<file path="src/rtl/simon_pkg.sv">
// simon_pkg: shared state codes, LFSR constants and colour names for the Simon engine
package simon_pkg;
  typedef enum logic [3:0] {
    E_IDLE     = 4'd0,
    E_APPEND   = 4'd1,
    E_SHOW_ON  = 4'd2,
    E_SHOW_OFF = 4'd3,
    E_INPUT    = 4'd4,
    E_WIN      = 4'd5,
    E_LOSE     = 4'd6
  } state_e;
  localparam logic [3:0] ST_IDLE     = E_IDLE;
  localparam logic [3:0] ST_APPEND   = E_APPEND;
  localparam logic [3:0] ST_SHOW_ON  = E_SHOW_ON;
  localparam logic [3:0] ST_SHOW_OFF = E_SHOW_OFF;
  localparam logic [3:0] ST_INPUT    = E_INPUT;
  localparam logic [3:0] ST_WIN      = E_WIN;
  localparam logic [3:0] ST_LOSE     = E_LOSE;
  localparam logic [15:0] LFSR_TAPS = 16'hB400;
  localparam logic [15:0] LFSR_SEED = 16'hACE1;
  localparam logic [1:0] B = 2'd0;
  localparam logic [1:0] G = 2'd1;
  localparam logic [1:0] R = 2'd2;
  localparam logic [1:0] Y = 2'd3;
endpackage

</file>
<file path="src/rtl/simon_lfsr.sv">
// simon_lfsr: 16-bit Fibonacci LFSR (taps 16,14,13,11) with seed load and zero-seed substitution
module simon_lfsr
  import simon_pkg::*;
#(
  parameter int W = 2
) (
  input  logic         clk,
  input  logic         reset,
  input  logic         load,
  input  logic         adv,
  input  logic [15:0]  seed,
  output logic [W-1:0] color
);
  logic [15:0] q;
  // load wins over advance; an all-zero seed would lock the register, so it maps to the default
  always_ff @(posedge clk or posedge reset)
    if (reset) q <= LFSR_SEED;
    else if (load) q <= seed == '0 ? LFSR_SEED : seed;
    else if (adv) q <= {q[14:0], ^(q & LFSR_TAPS)};
  assign color = q[W-1:0];
endmodule

</file>
<file path="src/rtl/simon_seq_engine.sv">
// simon_seq_engine: Simon game core (LFSR sequence, timed playback, handshaked input); define SIMON_TIMEOUT_EN for the player input timeout
module simon_seq_engine
  import simon_pkg::*;
#(
  parameter int COLOR_W       = 2,
  parameter int MAX_LEN       = 16,
  parameter int SHOW_TICKS    = 4,
  parameter int GAP_TICKS     = 2,
  parameter int TIMEOUT_TICKS = 64,
  parameter int LEN_W         = $clog2(MAX_LEN + 1)
) (
  input  logic               clk,
  input  logic               reset,
  input  logic               start,
  input  logic [15:0]        seed,
  input  logic               in_valid,
  input  logic [COLOR_W-1:0] in_color,
  output logic               in_ready,
  output logic               show_valid,
  output logic [COLOR_W-1:0] show_color,
  output logic [LEN_W-1:0]   level,
  output logic [LEN_W-1:0]   step,
  output logic [3:0]         state,
  output logic               win,
  output logic               lose,
  output logic               timeout
);
  localparam int AW   = $clog2(MAX_LEN);
  localparam int HOLD = SHOW_TICKS > GAP_TICKS ? SHOW_TICKS : GAP_TICKS;
  localparam int TW   = $clog2(HOLD + 1);
  logic [TW-1:0]      tick;
  logic [COLOR_W-1:0] mem [MAX_LEN];
  logic [COLOR_W-1:0] lfsr_color, cur;
  logic               go, xfer, last, to_hit;

  if (MAX_LEN < 2 || MAX_LEN > 64 || SHOW_TICKS < 1 || GAP_TICKS < 1 || TIMEOUT_TICKS < 1) begin : g_param_check
    $error("simon_seq_engine: parameter out of range");
  end

  assign go         = start && (state == ST_IDLE || state == ST_WIN || state == ST_LOSE);
  assign xfer       = in_valid && state == ST_INPUT;
  assign cur        = mem[step[AW-1:0]];
  assign last       = step == level - LEN_W'(1);
  assign in_ready   = state == ST_INPUT;
  assign show_valid = state == ST_SHOW_ON;
  assign show_color = show_valid ? cur : '0;
  assign win        = state == ST_WIN;
  assign lose       = state == ST_LOSE;

  simon_lfsr #(.W(COLOR_W)) u_lfsr (
    .clk   (clk),
    .reset (reset),
    .load  (go),
    .adv   (state == ST_APPEND),
    .seed  (seed),
    .color (lfsr_color)
  );

  // sequence memory is only written while appending; contents before that are never read
  always_ff @(posedge clk)
    if (state == ST_APPEND) mem[level[AW-1:0]] <= lfsr_color;

  // game FSM with shared playback tick counter; level/step advance here
  always_ff @(posedge clk or posedge reset)
    if (reset) begin
      state <= ST_IDLE;
      level <= '0;
      step  <= '0;
      tick  <= '0;
    end else begin
      case (state)
        ST_IDLE, ST_WIN, ST_LOSE:
          if (go) begin
            state <= ST_APPEND;
            level <= '0;
            step  <= '0;
          end
        ST_APPEND: begin
          level <= level + LEN_W'(1);
          step  <= '0;
          tick  <= '0;
          state <= ST_SHOW_ON;
        end
        ST_SHOW_ON:
          if (tick == TW'(SHOW_TICKS - 1)) begin
            tick  <= '0;
            state <= ST_SHOW_OFF;
          end else tick <= tick + TW'(1);
        ST_SHOW_OFF:
          if (tick == TW'(GAP_TICKS - 1)) begin
            tick  <= '0;
            step  <= last ? '0 : step + LEN_W'(1);
            state <= last ? ST_INPUT : ST_SHOW_ON;
          end else tick <= tick + TW'(1);
        ST_INPUT:
          if (xfer) begin
            if (in_color != cur) state <= ST_LOSE;
            else if (last) state <= level == LEN_W'(MAX_LEN) ? ST_WIN : ST_APPEND;
            else step <= step + LEN_W'(1);
          end else if (to_hit) state <= ST_LOSE;
        default: state <= ST_IDLE;
      endcase
    end

`ifdef SIMON_TIMEOUT_EN
  localparam int OW = $clog2(TIMEOUT_TICKS + 1);
  logic [OW-1:0] idle_cnt;
  logic          to_q;
  assign to_hit  = state == ST_INPUT && !xfer && idle_cnt == OW'(TIMEOUT_TICKS - 1);
  assign timeout = to_q;
  // idle counter is zero outside INPUT, so every entry starts a fresh window; flag holds until a new game
  always_ff @(posedge clk or posedge reset)
    if (reset) begin
      idle_cnt <= '0;
      to_q     <= 1'b0;
    end else begin
      idle_cnt <= state == ST_INPUT && !xfer && !to_hit ? idle_cnt + OW'(1) : '0;
      to_q     <= go ? 1'b0 : to_hit ? 1'b1 : to_q;
    end
`else
  assign to_hit  = 1'b0;
  assign timeout = 1'b0;
`endif
endmodule

</file>
<file path="config.mk">
export PLATFORM = sky130hd
export DESIGN_NAME = simon_seq_engine
export DESIGN_NICKNAME = d
export VERILOG_FILES = /design/src/rtl/simon_pkg.sv /design/src/rtl/simon_lfsr.sv /design/src/rtl/simon_seq_engine.sv
export SDC_FILE = /design/constraint.sdc
export NUM_CORES = 1
export LEC_CHECK = 0
export CORE_ASPECT_RATIO = 1.1
export CORE_MARGIN = 2
export CORE_UTILIZATION = 50
export CTS_CLUSTER_SIZE = 12
export DETAILED_ROUTE_END_ITERATION = 16
export GPL_ROUTABILITY_DRIVEN = 0
export GPL_TIMING_DRIVEN = 0
export PLACE_DENSITY = 0.8
export SLEW_MARGIN = 20
export SYNTH_ARGS = -nofsm -noshare
export SYNTH_HDL_FRONTEND = slang
export SYNTH_HIERARCHICAL = 1
export SYNTH_SLANG_ARGS = --single-unit
export TNS_END_PERCENT = 20
</file>
<file path="constraint.sdc">
create_clock -name clk -period 3.7 [get_ports clk]
set_clock_uncertainty 0.05 [all_clocks]
set_input_delay 0.74 -clock clk [delete_from_list [all_inputs] [get_ports clk]]
set_output_delay 0.74 -clock clk [all_outputs]
set_load 0.01 [all_outputs]
</file>
==> results.md <==
- Die area: approximately 8000 µm²
- CTS Hold Bufs: 0
- Synth top cells by count: edfxtp_1, nand2_1, o21ai_0, dfrtp_1, and2_1
- Status: finished clean
- Count leader, synth: edfxtp_1
- Chip width: roughly 85 µm
- Routed WL: 7240 µm
- Antenna viol nets, final: 0
- Initial Util: between 50% and 60%
- IO Pins: between 40 and 50
- Yosys reg bits: 64
- Largest area contributor in the netlist: edfxtp_1
- Largest net degree at the start of global routing: 17
- Via count: 2,601
- Final Cell Area: approximately 4300 µm²
- Initial antenna violation count: 0
- GR Util All Layers: roughly a fifth
- DR pass1 iterations: 5
- Post-synthesis instance area: about 3600 µm²
- Xor/xnor share of the synthesized area: under 10%
- Achievable Freq: approximately 300 MHz
- Unique masters post-synth: 58
- Pwr Density: 689 nW/µm²
- First-pass GRT wire length: between 10,000 and 15,000 µm
- Clock transition at path regs: approximately 70 ps
- Die height: between 90 and 100 µm
- Type of the worst setup path: flop to output pin
- Min-delay worst type: flop to flop
- Worst-margin pin slew: 622 ps
- RSZ-0062 raised after global routing: false
- Fin crit period: ~3300 ps
- Worst VDD drop: approximately 0.46 mV
- Worst hold start: tick[2]
- Clk sink count: 64
- Simple-gate share of the synthesized area: between 10% and 20%
- Relative slew slack: about three fifths
- Area Overhead vs Synth: 18.4%
- Power Total: about 3.0 mW
- CTS tree: yes
- Final net count: about 400
- Final Max Tran Viols: 0
- Share of cells above drive strength 1: 16.3%
- PostCTS Resize Cnt: 0
- Synth area leaders: edfxtp_1, dfrtp_1, dfstp_2
- Syn_area_per_cell: 11.4 µm²
- # rows: 32
- Routed len/inst: ~16 µm
- CP required: roughly 2900 ps
- Clock latency at the later pin of the worst-skew pair: 340 ps
- Async set-or-reset flop fraction in the synthesized netlist: 50.0%
- Yosys top cell area share: between 20% and 30%
- R2R Path Start: level[0]
- Final-report hold violation count: 0
- Setup TNS: 0 ps
- Multiplexer share of the synthesized area: about 12%
- Largest stage delay on the critical path: between 600 and 700 ps
- H-tree levels: 3
- Final worst-path cycle share: 90.5%
- EDFF count, synth: 32
- Register area share after synthesis: about half
- Total gr overflow: 0
- Post-CTS Setup Inserts: 0
- Crit end category: output pin
- CP max FO: 10
- DRC viols: 0
- Post-placement cell area: slightly above 4000 µm²
- Cells after synthesis: 317
- Top_reg_cell synth: edfxtp_1
- Core Util, Final: approximately three fifths
- Slowest cell on crit path: clkdlybuf4s50_1
- Iter 0 DRT Violations: around 140
- Via density: ~5.7
- Vias in the first global route: about 2.5k
- Startpoint Class: flop
- Worst-case clock buffer depth: 2
- Root Driver: clkbuf_8
- Max_cap viols: 0
- Static leakage: 1.61 nW
- Synth Warn #: 6
- Core area: around 7000 µm²
- Largest family of logic cells by synthesized area: simple AND/OR/NAND/NOR gates
- PortBufs: 40
- Synth Area in Compound Gates: 13.3%
- # diodes: 0
- Setup violators final: 0
- Critical Path AT: between 2000 and 3000 ps
- Crit path from: step[0]
- Post-synthesis adder-cell area fraction: approximately 3.4%
- CP Cell Sequence: buf_6 > mux4_2 > mux2i_1 > a2111oi_0 > clkdlybuf4s50_1
- TritonCTS Buffers: 9
- Post-DP HPWL: about 5300 µm
state kept, by name (all words and copies together), names as in the netlist:
| signal | flops |
|---|---|
| level | 5 |
| mem | 32 |
| state | 3 |
| step | 5 |
| tick | 3 |
| u_lfsr/q | 16 |
cells in the final DEF (no fill, tap or decap), types with 5 or more instances in the layout:
master,count
and2_1,18
clkbuf_1,10
clkbuf_8,9
clkdlybuf4s50_1,40
dfrtp_1,24
dfstp_2,8
edfxtp_1,32
ha_1,10
inv_1,14
mux2_2,7
mux2i_1,12
mux4_2,5
nand2_1,29
nand3_1,6
nor2_1,16
nor2b_1,5
nor3_1,5
o21ai_0,25
o22a_2,7
xnor2_1,5
xor2_1,12
final cells by class:
class / instances / area (µm²)
fillers: 576 / 2710
repair buffers: 40 / 400
multi-input cells: 219 / 1680
well taps: 85 / 106
plain buffers: 21 / 133
inverters: 14 / 52.6
clock buffers: 12 / 135
flip-flops and latches: 64 / 1770
clock inverters: 4 / 22.5
metrics by stage:
step                hold slack, ps  instances  setup slack, ps
floorplan                      425        318             1120
global placement               447        443              742
detailed placement             484        443              719
CTS                            500        459              352
global route                   519        459              203
finish                         500        459              352
power by group:
| part | internal [mW] | switching [mW] | total, mW |
|---|---|---|---|
| sequential | 0.979 | 0.144 | 1.12 |
| clock | 0.240 | 0.260 | 0.500 |
| combinational | 0.630 | 0.705 | 1.34 |
cell families (layout without fill, tap and decap cells):
family	count (synthesis)	after routing
XOR/XNOR	17	17
AND/OR/NAND/NOR	96	96
flip-flops	64	64
buffers and inverters	35	91
AO/OA/AOI/OAI	65	65
multiplexers	29	29
other	1	2
adder cells (fa/ha/maj)	10	10
critical path: cells and delay by family, from the launching register on:
kind / cells / cell delay (ps)
buffers and inverters: 2 / 820
flip-flops: 1 / 490
multiplexers: 2 / 450
AO/OA/AOI/OAI: 1 / 450
path summary, 6_finish.rpt:
check / endpoint / slack (ps) / cells past startpoint
worst max-delay path: show_color[0] / 350 / 5
worst min-delay path: tick[2] / 500 / 2
worst max register to register: step[3] / 700 / 9
worst min register to register: tick[2] / 500 / 2
max in group asynchronous: level[3] / 2440 / 2
min in group asynchronous: level[2] / 750 / 2
per-layer routing:
layer	GRT usage, %	routed length [µm]	share of wire, %
met2	32.9	3770	52
met1	23.6	3070	42
met3	3.88	291	4.0
met4	7.54	106	1.5
met5	0	0	0
Power figures use the tool's default switching activity.
